==> src/rtl/seg_pkg.sv <==
// Shared constants for the multiplexed 7-segment scan driver.
package seg_pkg;

    localparam int unsigned NUM_DIGITS = 6;
    localparam int unsigned VAL_W      = 6;
    localparam int unsigned SEG_W      = 8;

    // Active-high {g,f,e,d,c,b,a} patterns for decimal digits.
    localparam logic [6:0] SEG_P0 = 7'h3F;
    localparam logic [6:0] SEG_P1 = 7'h06;
    localparam logic [6:0] SEG_P2 = 7'h5B;
    localparam logic [6:0] SEG_P3 = 7'h4F;
    localparam logic [6:0] SEG_P4 = 7'h66;
    localparam logic [6:0] SEG_P5 = 7'h6D;
    localparam logic [6:0] SEG_P6 = 7'h7D;
    localparam logic [6:0] SEG_P7 = 7'h07;
    localparam logic [6:0] SEG_P8 = 7'h7F;
    localparam logic [6:0] SEG_P9 = 7'h6F;

    // Active-low pin patterns: dash (g only, dp off) and all-off.
    localparam logic [7:0] SEG_DASH  = 8'hBF;
    localparam logic [7:0] SEG_BLANK = 8'hFF;

    // Digits carrying the minute/hour separator point.
    localparam logic [5:0] DP_DIGIT_MASK = 6'b010100;

endpackage

==> src/rtl/seg_scan_drive_if.sv <==
// Digit values in from the time counter, display pins out to the board.
interface seg_scan_drive_if;
    import seg_pkg::*;

    logic [VAL_W-1:0]      op0;
    logic [VAL_W-1:0]      op1;
    logic [VAL_W-1:0]      op2;
    logic [VAL_W-1:0]      op3;
    logic [VAL_W-1:0]      op4;
    logic [VAL_W-1:0]      op5;
    logic [NUM_DIGITS-1:0] dig_sel;
    logic [SEG_W-1:0]      seg;

    modport master (
        output op0, op1, op2, op3, op4, op5,
        input  dig_sel, seg
    );

    modport slave (
        input  op0, op1, op2, op3, op4, op5,
        output dig_sel, seg
    );

endinterface

==> src/rtl/seg7_decode.sv <==
// Combinational BCD to active-low 7-segment decoder; out-of-range values show a dash.
module seg7_decode
    import seg_pkg::*;
(
    input  logic [VAL_W-1:0] value,
    input  logic             dp,
    output logic [SEG_W-1:0] seg_c
);

    logic [6:0] pat;
    logic       valid;

    // Pattern lookup; anything above 9 is flagged invalid.
    always_comb begin
        pat   = 7'h00;
        valid = 1'b1;
        case (value)
            6'd0:    pat = SEG_P0;
            6'd1:    pat = SEG_P1;
            6'd2:    pat = SEG_P2;
            6'd3:    pat = SEG_P3;
            6'd4:    pat = SEG_P4;
            6'd5:    pat = SEG_P5;
            6'd6:    pat = SEG_P6;
            6'd7:    pat = SEG_P7;
            6'd8:    pat = SEG_P8;
            6'd9:    pat = SEG_P9;
            default: valid = 1'b0;
        endcase
    end

    // Dash suppresses the decimal point so it cannot be mistaken for a digit.
    assign seg_c = valid ? ~{dp, pat} : SEG_DASH;

endmodule

==> src/rtl/seg_scan_drive.sv <==
// Six-digit common-anode scan driver with per-frame digit capture and blinking separators.
// Optional build macro SEG_LZB_EN blanks the hours-tens digit while it holds zero.
module seg_scan_drive
    import seg_pkg::*;
#(
    parameter int unsigned SCAN_DIV   = 1,
    parameter int unsigned BLINK_HALF = 500
) (
    input  logic           clk1,
    input  logic           rst_n,
    seg_scan_drive_if.slave bus
);

    localparam int unsigned DIV_W = 8;
    localparam int unsigned BLK_W = 10;
    localparam int unsigned IDX_W = 3;

    localparam logic [DIV_W-1:0] DIV_LAST   = DIV_W'(SCAN_DIV - 1);
    localparam logic [BLK_W-1:0] BLINK_LAST = BLK_W'(BLINK_HALF - 1);
    localparam logic [IDX_W-1:0] IDX_LAST   = IDX_W'(NUM_DIGITS - 1);

    logic [DIV_W-1:0]      div_cnt, div_nxt;
    logic [IDX_W-1:0]      idx, idx_nxt;
    logic                  started;
    logic                  frame_start;
    logic [VAL_W-1:0]      snap [NUM_DIGITS];
    logic [BLK_W-1:0]      blink_cnt, blink_cnt_nxt;
    logic                  blink, blink_nxt;
    logic [VAL_W-1:0]      disp_val;
    logic                  dp;
    logic                  blank;
    logic [SEG_W-1:0]      dec_seg;
    logic [SEG_W-1:0]      seg_nxt;
    logic [NUM_DIGITS-1:0] dig_sel_nxt;
    logic [NUM_DIGITS-1:0] dig_sel_q;
    logic [SEG_W-1:0]      seg_q;

    // Scan position for the coming edge; frame starts on the first edge and on 5->0.
    always_comb begin
        div_nxt     = div_cnt;
        idx_nxt     = idx;
        frame_start = 1'b0;
        if (!started) begin
            div_nxt     = '0;
            idx_nxt     = '0;
            frame_start = 1'b1;
        end else if (div_cnt == DIV_LAST) begin
            div_nxt = '0;
            if (idx == IDX_LAST) begin
                idx_nxt     = '0;
                frame_start = 1'b1;
            end else begin
                idx_nxt = idx + IDX_W'(1);
            end
        end else begin
            div_nxt = div_cnt + DIV_W'(1);
        end
    end

    // Free-running blink timer; the displayed dp follows the post-edge blink state.
    always_comb begin
        blink_nxt     = blink;
        blink_cnt_nxt = blink_cnt + BLK_W'(1);
        if (blink_cnt == BLINK_LAST) begin
            blink_cnt_nxt = '0;
            blink_nxt     = ~blink;
        end
    end

    // Digit value to show: live op0 on a frame start so capture and display agree.
    always_comb begin
        disp_val = '0;
        if (frame_start) begin
            disp_val = bus.op0;
        end else begin
            case (idx_nxt)
                3'd0:    disp_val = snap[0];
                3'd1:    disp_val = snap[1];
                3'd2:    disp_val = snap[2];
                3'd3:    disp_val = snap[3];
                3'd4:    disp_val = snap[4];
                3'd5:    disp_val = snap[5];
                default: disp_val = '0;
            endcase
        end
    end

    assign dp = blink_nxt & DP_DIGIT_MASK[idx_nxt];

    seg7_decode u_dec (
        .value (disp_val),
        .dp    (dp),
        .seg_c (dec_seg)
    );

    // Leading-zero blanking of the hours-tens digit.
`ifdef SEG_LZB_EN
    assign blank = (idx_nxt == IDX_LAST) && (disp_val == '0);
`else
    assign blank = 1'b0;
`endif

    assign seg_nxt     = blank ? SEG_BLANK : dec_seg;
    assign dig_sel_nxt = ~(NUM_DIGITS'(1) << idx_nxt);

    // Scan, snapshot, blink and output registers.
    always_ff @(posedge clk1 or negedge rst_n) begin
        if (!rst_n) begin
            div_cnt   <= '0;
            idx       <= '0;
            started   <= 1'b0;
            blink_cnt <= '0;
            blink     <= 1'b0;
            dig_sel_q <= '1;
            seg_q     <= SEG_BLANK;
            for (int i = 0; i < NUM_DIGITS; i++) begin
                snap[i] <= '0;
            end
        end else begin
            div_cnt   <= div_nxt;
            idx       <= idx_nxt;
            started   <= 1'b1;
            blink_cnt <= blink_cnt_nxt;
            blink     <= blink_nxt;
            dig_sel_q <= dig_sel_nxt;
            seg_q     <= seg_nxt;
            if (frame_start) begin
                snap[0] <= bus.op0;
                snap[1] <= bus.op1;
                snap[2] <= bus.op2;
                snap[3] <= bus.op3;
                snap[4] <= bus.op4;
                snap[5] <= bus.op5;
            end
        end
    end

    assign bus.dig_sel = dig_sel_q;
    assign bus.seg     = seg_q;

endmodule

==> src/flat_wrapper.sv <==
// flat-port wrapper written by rule: the top's interface ports become plain ports
module seg_scan_drive_flat import seg_pkg::*;
#(
    parameter int unsigned SCAN_DIV   = 1,
    parameter int unsigned BLINK_HALF = 500
)
  (clk1, rst_n, bus_op0, bus_op1, bus_op2, bus_op3, bus_op4, bus_op5, bus_dig_sel, bus_seg);
  seg_scan_drive_if bus_i ();
  input  logic clk1;
  input  logic rst_n;
  input wire logic [$bits(bus_i.op0)-1:0] bus_op0;
  input wire logic [$bits(bus_i.op1)-1:0] bus_op1;
  input wire logic [$bits(bus_i.op2)-1:0] bus_op2;
  input wire logic [$bits(bus_i.op3)-1:0] bus_op3;
  input wire logic [$bits(bus_i.op4)-1:0] bus_op4;
  input wire logic [$bits(bus_i.op5)-1:0] bus_op5;
  output wire logic [$bits(bus_i.dig_sel)-1:0] bus_dig_sel;
  output wire logic [$bits(bus_i.seg)-1:0] bus_seg;
  assign bus_i.op0 = bus_op0;
  assign bus_i.op1 = bus_op1;
  assign bus_i.op2 = bus_op2;
  assign bus_i.op3 = bus_op3;
  assign bus_i.op4 = bus_op4;
  assign bus_i.op5 = bus_op5;
  assign bus_dig_sel = bus_i.dig_sel;
  assign bus_seg = bus_i.seg;
  seg_scan_drive #(.SCAN_DIV(SCAN_DIV), .BLINK_HALF(BLINK_HALF)) u_core (.clk1(clk1), .rst_n(rst_n), .bus(bus_i));
endmodule
==> config.mk <==
export PLATFORM = sky130hd
export DESIGN_NAME = seg_scan_drive_flat
export DESIGN_NICKNAME = d
export VERILOG_FILES = /design/src/rtl/seg_pkg.sv /design/src/rtl/seg_scan_drive_if.sv /design/src/rtl/seg7_decode.sv /design/src/rtl/seg_scan_drive.sv /design/src/flat_wrapper.sv
export SDC_FILE = /design/constraint.sdc
export NUM_CORES = 1
export LEC_CHECK = 0
export CORE_MARGIN = 8
export CORE_UTILIZATION = 27
export DETAILED_ROUTE_END_ITERATION = 10
export SYNTH_ARGS = -nofsm -noshare
export SYNTH_HDL_FRONTEND = slang
export SYNTH_SLANG_ARGS = --single-unit
==> constraint.sdc <==
create_clock -name clk1 -period 3 [get_ports clk1]
set_clock_uncertainty 0.1 [all_clocks]
set_input_delay 0.75 -clock clk1 [delete_from_list [all_inputs] [get_ports clk1]]
set_output_delay 0.75 -clock clk1 [all_outputs]
set_load 0.005 [all_outputs]
==> results of run 1 <==
where the power goes:
part / leakage (nW) / total, W / switching, W / internal, W
clock: 0.159 / 0.00115 / 0.000401 / 0.000749
sequential: 0.873 / 0.00112 / 0.0000509 / 0.00107
combinational: 1.05 / 0.000459 / 0.000210 / 0.000249
critical path: stages, from the launching register on:
cell       delay, ns
dfrtp_1         0.40
inv_1           0.07
ha_2            0.17
or4b_4          0.48
nor3_4          0.15
o21ai_2         0.11
buf_6           0.13
or3_4           0.32
a32oi_2         0.23
o2111ai_2       0.17
a21oi_2         0.19
buf_6           0.14
and3b_1         0.18
final timing paths:
kind | start | cells after the start | endpoint | slack (ns)
setup / recovery | u_core.div_cnt[1]$_DFF_PN0_ | 12 | u_core.bus.seg[6]$_DFF_PN1_ | 0.09
hold / removal | u_core.blink_cnt[0]$_DFF_PN0_ | 1 | u_core.blink_cnt[0]$_DFF_PN0_ | 0.37
setup reg to reg | u_core.div_cnt[1]$_DFF_PN0_ | 12 | u_core.bus.seg[6]$_DFF_PN1_ | 0.09
hold reg to reg | u_core.blink_cnt[0]$_DFF_PN0_ | 1 | u_core.blink_cnt[0]$_DFF_PN0_ | 0.37
max in group asynchronous | rst_n | 2 | u_core.bus.seg[6]$_DFF_PN1_ | 1.71
min in group asynchronous | rst_n | 1 | u_core.snap[34]$_DFFE_PN0P_ | 0.39
cell type report:
type | instances | share of cell area (%)
inverter | 13 | 0.964
multi-input combinational | 232 | 36.8
tap | 180 | 4.45
clock inverter | 5 | 1.56
clock buffer | 11 | 4.79
sequential | 73 | 36.4
timing repair buffer | 81 | 15.0
stage by stage:
step                      setup TNS (ns)  setup WS [ns]  cells
after floorplan                        0          0.188    335
after global placement                 0         0.0590    569
after detailed placement               0        0.00192    569
after CTS                              0        0.00704    586
after global routing              -0.262        -0.0681    595
final                                  0         0.0907    595
logic make-up (layout without fill, tap and decap cells):
kind of cell | Yosys count | count (layout) | synth area share [%]
buf+inv | 30 | 110 | 3.30
simple gates | 100 | 100 | 15.9
fa+ha+maj | 3 | 3 | 1.01
flops | 73 | 73 | 49.6
xor+xnor | 15 | 15 | 3.54
other cells | 1 | 1 | 0.101
compound gates | 81 | 81 | 16.9
mux | 32 | 32 | 9.63
state kept, by name (all words and copies together) (netlist names):
signal	cells
u_core.bus.seg	8
u_core.started	1
u_core.blink_cnt	10
u_core.bus.dig_sel	6
u_core.div_cnt	8
u_core.blink	1
u_core.idx	3
u_core.snap	36
synth_stat cells, drive strengths merged, types with 2 or more instances:
cell,number
a31oi,3
dfrtp,59
or4b,3
and4,3
o21ai,14
a31o,2
and3,8
o211ai,7
o2111ai,3
xnor2,7
nor2,18
o221ai,4
ha,3
a21oi,11
dfstp,14
nor3,2
or3,5
mux2,30
o311a,2
nand4b,2
a21boi,6
nor4b,4
nand4,3
a211oi,5
mux2i,2
o21a,4
inv,13
o31ai,2
xor2,8
nor2b,6
nand3,10
nand2,23
a32oi,6
clkbuf,8
nand2b,8
buf,9
a21o,2
cell usage in the layout (no fill, tap or decap), types with 3 or more instances in the layout:
master / instances
a211oi_1: 4
a21oi_1: 9
a32oi_1: 3
and3_1: 8
and4_1: 3
buf_4: 24
buf_6: 5
clkbuf_16: 9
clkdlybuf4s50_1: 50
dfrtp_1: 59
dfstp_2: 14
inv_1: 12
mux2_2: 30
nand2_1: 22
nand2b_1: 8
nand3_1: 9
nand4_1: 3
nor2_1: 18
nor2b_1: 4
o211ai_1: 7
o21a_1: 4
o21ai_0: 11
o221ai_1: 3
or3_1: 3
xnor2_1: 7
xor2_1: 8
metal layers:
layer  global-route usage [%]  vias to the layer above  wire, um
met4                     5.68                        0       198
met1                     13.1                     1412      4200
met5                        0                        -         0
li1                         -                     1382         -
met3                     3.13                       14       368
met2                     17.3                       69      4700
what timing repair did:
item,CTS,global route
resized for setup,0,30
endpoints found under the hold margin,0,0
endpoints found under the setup margin,3,8
pin swaps,2,14
setup buffers,1,9
==> metrics.csv, run 1 <==
metric,value,unit
CTS Hold Bufs,0,
fraction of registers with async set or reset after synthesis,100,%
Finished Cell Area,5060,um^2
pin count of the biggest net entering global routing,34,
share of layout cells above drive strength 1,29.9,%
Critical Path AT,3.08,ns
final cell utilization of the core,37.1,%
IO Pins,52,
H-tree Lvls,3,
Vias/cell,4.84,
First DRT Iteration DRCs,150,
fin crit period,2.91,ns
largest cells by area after synthesis,"dfrtp_1 (40%), dfstp_2 (9.9%), mux2_2 (9.1%), nand2_1 (2.3%), xor2_1 (1.9%)",
CTS tree,done,
Max Root-Sink Buffers,2,
Worst-Margin Slew,0.778,ns
period utilization,97.0,%
Antenna Cells,0,
Post-Syn Instances,335,
Leakage,2.08,nW
Hold Fails Final Rpt,0,
Clock Latency Late Sink,0.34,ns
initial antenna violation count,0,
register area,1840,um^2
area delta synth->final,36.3,%
1st-pass router iterations,4,
share of the synthesized area in the top cell type,39.7,%
CTS Buf Count,9,
total track usage,10.9,%
Routed WL,9.46,mm
Post-Synthesis Cell Area,3720,um^2
Initial Utilization,27.2,%
placer congestion estimate,0.863,
die height,133,um
Max Transition Viols Final,0,
Max-slew headroom,48.1,%
required time worst endpoint,3.17,ns
"Clk pin slew, worst setup/hold paths",0.06,ns
row count,43,
post-synthesis sequential area ratio,49.6,%
total power,0.00273,W
RSZ-0062 raised after global routing,yes,
first-pass GRT wire length,15.3,mm
hpwl dp,6.94,mm
dpl cell area,4540,um^2
post-synthesis cell type count,65,
"EDFF count, synth",0,
CP Launch Type,flop,
Root Buffer,clkbuf_16,
Hold Path Class,reg -> reg,
CP max FO,8,
Fillers,1316,
crit path capture type,flop,
multi-input logic area,1860,um^2
worst hold margin,0.366,ns
synthesized area per cell,11.1,um^2
width of the die,133,um
vias in the first global route,2932,
Routed Antenna Nets,0,
Yosys reg bits,73,
via count,2877,
Max Fclk,0.344,GHz
full die area,17800,um^2
"area leader, netlist",dfrtp_1,
ys flop type,dfrtp_1,
DRC Markers,0,
Nets,451,
clock sink count,73,
total nets after synthesis,376,
gr ovfl total,0,
Avg WL per Cell,15.9,um
Ys Warns,0,
critical path type,reg -> reg,
Core Box Area,13700,um^2
Port Buffers,51,
status,"complete, no violations",
max-cap violations,0,
peak supply drop,0.000232,V
Final Setup Violations,0,
Pwr Density,540,nW/um^2
(Power assumes the default switching activity.)
==> run 2: changes to the inputs <==
--- a/config.mk
+++ b/config.mk
@@ -5,6 +5,7 @@
 export SDC_FILE = /design/constraint.sdc
 export NUM_CORES = 1
 export LEC_CHECK = 0
+export CAP_MARGIN = 10
 export CORE_MARGIN = 8
 export CORE_UTILIZATION = 27
 export DETAILED_ROUTE_END_ITERATION = 10
==> results of run 2 <==
No change in the layout: final DEF, timing and power equal those of run 1.
